===== src/rtl/data_memory.sv =====
`default_nettype none
// ============================================================================
// Module   : data_memory
// Brief    : RV32I data memory with byte/half/word access, sign/zero
//            extension, per-byte write masking, alignment/encoding fault
//            detection, registered read response and post-reset zero-sweep.
// Revision : 1.0 - initial release
// ============================================================================
module data_memory #(
    parameter int WORDS = 64,
    parameter int IDX_W = $clog2(WORDS)
) (
    input  logic        clk,
    input  logic        rst_en,
    input  logic        req_valid,
    output logic        req_ready,
    input  logic        req_write,
    input  logic [2:0]  req_funct3,
    input  logic [31:0] address,
    input  logic [31:0] write_data,
    output logic        rsp_valid,
    output logic [31:0] read_data,
    output logic        fault,
    output logic        init_done
);

    localparam logic [0:0] c_ST_INIT  = 1'b0;
    localparam logic [0:0] c_ST_READY = 1'b1;
    localparam logic [IDX_W-1:0] c_LAST_IDX = IDX_W'(WORDS - 1);

    logic [0:0]       r_state;
    logic [0:0]       w_state_nxt;
    logic [IDX_W-1:0] r_sweep_idx;
    logic [IDX_W-1:0] w_sweep_nxt;
    logic [31:0]      r_mem [WORDS];

    logic             r_rsp_valid;
    logic [31:0]      r_read_data;
    logic             r_fault;

    logic             w_accept;
    logic [IDX_W-1:0] w_idx;
    logic [1:0]       w_lane;
    logic             w_illegal;
    logic             w_misalign;
    logic             w_fault;
    logic [3:0]       w_mask;
    logic [31:0]      w_wdata;
    logic [31:0]      w_word;
    logic [31:0]      w_shifted;
    logic [31:0]      w_load;
    logic             w_unused;

    // Upper address bits only alias; they carry no meaning here.
    assign w_unused  = ^address[31:IDX_W+2];

    assign req_ready = (r_state == c_ST_READY);
    assign init_done = (r_state == c_ST_READY);
    assign w_accept  = req_valid && req_ready;
    assign w_idx     = address[IDX_W+1:2];
    assign w_lane    = address[1:0];
    assign w_word    = r_mem[w_idx];
    assign w_shifted = w_word >> {w_lane, 3'b000};
    assign w_fault   = w_illegal || w_misalign;

    assign rsp_valid = r_rsp_valid;
    assign read_data = r_read_data;
    assign fault     = r_fault;

    // State and sweep-counter register.
    always_ff @(posedge clk or posedge rst_en) begin
        if (rst_en) begin
            r_state     <= c_ST_INIT;
            r_sweep_idx <= '0;
        end else begin
            r_state     <= w_state_nxt;
            r_sweep_idx <= w_sweep_nxt;
        end
    end

    // Next state: sweep every word once, then serve requests forever.
    always_comb begin
        w_state_nxt = r_state;
        w_sweep_nxt = r_sweep_idx;
        case (r_state)
            c_ST_INIT: begin
                w_sweep_nxt = r_sweep_idx + IDX_W'(1);
                if (r_sweep_idx == c_LAST_IDX) begin
                    w_state_nxt = c_ST_READY;
                    w_sweep_nxt = '0;
                end
            end
            default: ;
        endcase
    end

    // Request decode: legality, alignment, lane mask and replicated data.
    always_comb begin
        if (req_write) begin
            w_illegal = req_funct3[2] || (req_funct3[1:0] == 2'b11);
        end else begin
            w_illegal = (req_funct3 == 3'b011) || (req_funct3[2:1] == 2'b11);
        end
        w_misalign = ((req_funct3[1:0] == 2'b01) && address[0]) ||
                     ((req_funct3[1:0] == 2'b10) && (address[1:0] != 2'b00));
        case (req_funct3[1:0])
            2'b00: begin
                w_mask  = 4'b0001 << w_lane;
                w_wdata = {4{write_data[7:0]}};
            end
            2'b01: begin
                w_mask  = 4'b0011 << w_lane;
                w_wdata = {2{write_data[15:0]}};
            end
            default: begin
                w_mask  = 4'b1111;
                w_wdata = write_data;
            end
        endcase
    end

    // Load alignment and sign/zero extension of the selected bytes.
    always_comb begin
        case (req_funct3)
            3'b000:  w_load = {{24{w_shifted[7]}}, w_shifted[7:0]};
            3'b001:  w_load = {{16{w_shifted[15]}}, w_shifted[15:0]};
            3'b100:  w_load = {24'b0, w_shifted[7:0]};
            3'b101:  w_load = {16'b0, w_shifted[15:0]};
            default: w_load = w_word;
        endcase
    end

    // Array write: zero-sweep during init, masked stores afterwards.
    always_ff @(posedge clk) begin
        if (r_state == c_ST_INIT) begin
            r_mem[r_sweep_idx] <= '0;
        end else if (w_accept && req_write && !w_fault) begin
            for (int b = 0; b < 4; b++) begin
                if (w_mask[b]) begin
                    r_mem[w_idx][b*8 +: 8] <= w_wdata[b*8 +: 8];
                end
            end
        end
    end

    // Registered response; data and fault hold between responses.
    always_ff @(posedge clk or posedge rst_en) begin
        if (rst_en) begin
            r_rsp_valid <= 1'b0;
            r_read_data <= '0;
            r_fault     <= 1'b0;
        end else begin
            r_rsp_valid <= w_accept;
            if (w_accept) begin
                r_fault     <= w_fault;
                r_read_data <= (req_write || w_fault) ? 32'd0 : w_load;
            end
        end
    end

endmodule
`default_nettype wire


===== config.mk =====
export PLATFORM = sky130hd
export DESIGN_NAME = data_memory
export DESIGN_NICKNAME = d
export VERILOG_FILES = /design/src/rtl/data_memory.sv
export SDC_FILE = /design/constraint.sdc
export NUM_CORES = 2
export LEC_CHECK = 0
export CAP_MARGIN = 30
export CORE_UTILIZATION = 55
export CTS_CLUSTER_DIAMETER = 80
export CTS_CLUSTER_SIZE = 28
export DETAILED_ROUTE_END_ITERATION = 10
export PLACE_DENSITY = 0.74
export SLEW_MARGIN = 5
export SYNTH_ARGS = -nofsm -noshare
export SYNTH_HDL_FRONTEND = slang
export SYNTH_SLANG_ARGS = --single-unit

===== constraint.sdc =====
create_clock -name clk -period 4.2 [get_ports clk]
set_input_delay 0.63 -clock clk [delete_from_list [all_inputs] [get_ports clk]]
set_output_delay 0.63 -clock clk [all_outputs]
set_load 0.005 [all_outputs]

==> results_dict.tcl <==
set metrics [dict create \
    dr.pass1.iters 6 \
    mostFrequentLayoutCells "edfxtp_1 (2048), buf_4 (516), mux4_2 (450)" \
    cp_cell_sequence "clkdlybuf4s50_1, nor3_1, o211ai_1, nor2_1, mux2i_1, buf_4, nand3_2, buf_4, nor2_1, buf_4" \
    power_leakage_nw 24.5 \
    end_kind "flop" \
    pin_count 107 \
    routed-via-count 43811 \
    instances_no_fill 6530 \
    reg2reg_from "init_done" \
    worstHoldPathType "primary input to async pin" \
    stdcell_area_um2 91400 \
    cp-startpoint "req_funct3[0]" \
    critPathBufInv 4 \
    clk_pin_slew_ps 100 \
    final_layout_size_suffix_gt1_share_pct 25.7 \
    cts_tree "yes" \
    vdd_drop_max_mv 0.340 \
    grt_pass1_wl_um 303000 \
    grt_overflow 0 \
    antenna_found_initial 11 \
    cts.repair.resized 0 \
    cp_max_fo 11 \
    synth_edf_count 2048 \
    fillers 10002 \
    fmax_ghz 0.272 \
    finClkSkew_ps 44.3 \
    critical_path.startpoint_type "primary input" \
    area_growth_pct 10.9 \
    dp.final_hpwl_um 140000 \
    yosysUniqueCellTypes 66 \
    ys_warn_count 0 \
    fin_crit_ps 3670 \
    gp_congestion 0.932 \
    placed_cells 6406 \
    r2r-end "r_mem[10][4]" \
    nets 4638 \
    place_area_um2 89000 \
    p_per_area_nw_per_um2 371 \
    track_usage_pct 28.0 \
    viasPerCell 6.71 \
    io_buffers 82 \
    switching_share_pct 20.6 \
    dr.first_iter.drc_count 6645 \
    slowest_delay_ps 570 \
    synth_area_um2 82400 \
    chipWidth_um 389 \
    cts_inserted_buffers 86 \
    setup_violations 0 \
    status "finished, final reports clean" \
    clock_sinks 2089 \
    syn_nets 4152 \
    drt-total-wl_um 212000 \
    slew_violations 0 \
    power_w 0.0339 \
    cpMostUsedCell "buf_4" \
    slew-limit-headroom_pct 34.5 \
    cts.path.max_buffers 3 \
    fin_util_pct 61.7 \
    die_area_um2 151000 \
    rsz0062_at_grt "no" \
    grt_pass1_vias 42628 \
    drv_cap 0 \
    r2r_slack_ps 610 \
    pre_cts_ws_ps -68.9 \
    crit_path_end "r_mem[10][4]" \
    wl_per_cell_um 32.4 \
    synth-seq-cells 2089 \
    intPower_w 0.0270 \
    clkLatencyLatePin_ps 750 \
    grt_max_degree 65 \
    slowest_stage "clkdlybuf4s50_1" \
    path_depth 10 \
    die_y_um 389 \
    initial_utilization_pct 55.6 \
    postCtsSetupBuffers 0 \
    synth_ff_type "edfxtp_1" \
    rows 141 \
    period_share_pct 87.5 \
    critPathRequiredTime_ps 4650 \
    worst_pin_slew_ps 979 \
    netlist_instances 4080 \
    route.detailed.drc 0 \
    synthArstFlopShare_pct 1.96 \
    htree_levels 3 \
    ctsHoldBuffers 0 \
    hold_viol_final 0 \
    p_comb_share_pct 4.3 \
    synth.avg_cell_area_um2 20.2 \
    detail-route-antenna-nets 0 \
    worstPathArrival_ps 4120 \
    cts_root_buffer "clkbuf_16" \
    final_common_cell "edfxtp_1" \
    crit_family "simple AND/OR/NAND/NOR gates" \
    ys_seq_area_share_pct 75.8 \
    path_class "primary input to flop" \
    setup_ws_ps 526 \
    core_region_area_um2 148000 \
    power_switching_w 0.00697 \
    pwr-share-seq_pct 66.3 \
    reg2reg_depth 10 \
    p_clk_share_pct 29.4 \
]
==> synthesized netlist by cell type (7+ instances only) <==
| master | count | area (µm²) |
|---|---|---|
| a211oi_1 | 7 | 52.6 |
| mux2i_1 | 180 | 1800 |
| nand2b_1 | 14 | 87.6 |
| buf_4 | 17 | 128 |
| buf_12 | 7 | 140 |
| buf_1 | 32 | 120 |
| mux2_2 | 19 | 214 |
| mux4_1 | 25 | 657 |
| nor2_1 | 354 | 1330 |
| buf_2 | 33 | 165 |
| nand3_1 | 41 | 205 |
| o211ai_1 | 14 | 105 |
| clkbuf_1 | 96 | 360 |
| mux4_2 | 450 | 10100 |
| o21ai_1 | 18 | 90.1 |
| a221oi_1 | 16 | 140 |
| buf_8 | 11 | 165 |
| a22oi_1 | 65 | 488 |
| o221ai_1 | 45 | 394 |
| and3_1 | 8 | 50.1 |
| a21oi_1 | 91 | 455 |
| o22ai_1 | 51 | 319 |
| o21ai_0 | 32 | 160 |
| dfrtp_1 | 41 | 1030 |
| a32o_1 | 7 | 70.1 |
| nand2_1 | 167 | 627 |
| buf_6 | 40 | 450 |
| inv_1 | 11 | 41.3 |
| nor3_1 | 27 | 135 |
| edfxtp_1 | 2048 | 61500 |
| and2_1 | 12 | 75.1 |
| nor2b_1 | 11 | 68.8 |
| a31oi_1 | 20 | 125 |
==> final cells by class <==
class                   instances  area (µm²)  area share, %
inverters                      13        53.8         0.0588
diodes                          4        10.0         0.0109
flip-flops and latches       2089       62500           68.4
multi-input cells            1742       18600           20.3
repair buffers                634        5420           5.93
clock inverters                14         128          0.140
well taps                    1930        2410           2.64
clock buffers                 104        2280           2.50
==> how the worst min path moves through the flow <==
stage | end | cells past startpoint | startpoint
final | fault | 2 | rst_en
after global routing | rsp_valid | 2 | rst_en
after CTS | read_data[3] | 2 | rst_en
after detailed placement | read_data[7] | 2 | read_data[7]
after global placement | read_data[1] | 1 | read_data[1]
after floorplan | read_data[7] | 2 | read_data[7]
==> flip-flops by register name, indices dropped and copies added, names as in the netlist <==
register / flops
r_mem: 2048
rsp_valid: 1
r_sweep_idx: 6
fault: 1
init_done: 1
read_data: 32
==> kinds of logic (layout without fill, tap and decap cells) <==
| family | after synthesis | after routing | synth area share, % |
|---|---|---|---|
| DFF | 2089 | 2089 | 75.8 |
| and+or+nand+nor | 657 | 657 | 3.32 |
| other | 0 | 4 | 0 |
| adders and majority gates | 1 | 1 | 0.0152 |
| buffers and inverters | 249 | 765 | 1.91 |
| AOI/OAI and AO/OA | 407 | 407 | 3.34 |
| muxes | 675 | 675 | 15.5 |
| xor gates and xnor gates | 2 | 2 | 0.0212 |
==> power by group through the flow <==
| stage | Clock, W | Combinational, W | Sequential [W] |
|---|---|---|---|
| after global placement | 0 | 0.00143 | 0.0230 |
| after global routing | 0.0107 | 0.00151 | 0.0225 |
| after floorplan | 0 | 0.000819 | 0.0230 |
| after detailed placement | 0 | 0.00144 | 0.0230 |
| final | 0.00997 | 0.00147 | 0.0225 |
| after CTS | 0.0100 | 0.00144 | 0.0225 |
==> routing by layer <==
layer | GRT usage, % | share of wire, %
met5 | 0 | 0.030
met4 | 10.0 | 3.8
met3 | 6.01 | 12
met2 | 42.8 | 46
met1 | 40.4 | 38
==> through the flow <==
| step | setup TNS (ps) | hold WS (ps) |
|---|---|---|
| final | 0 | 75.0 |
| after global routing | 0 | 78.9 |
| after CTS | 0 | 416 |
| after detailed placement | -3900 | 475 |
| after global placement | -2370 | 476 |
| after floorplan | -70310 | 473 |
Power figures use the tool's default switching activity.
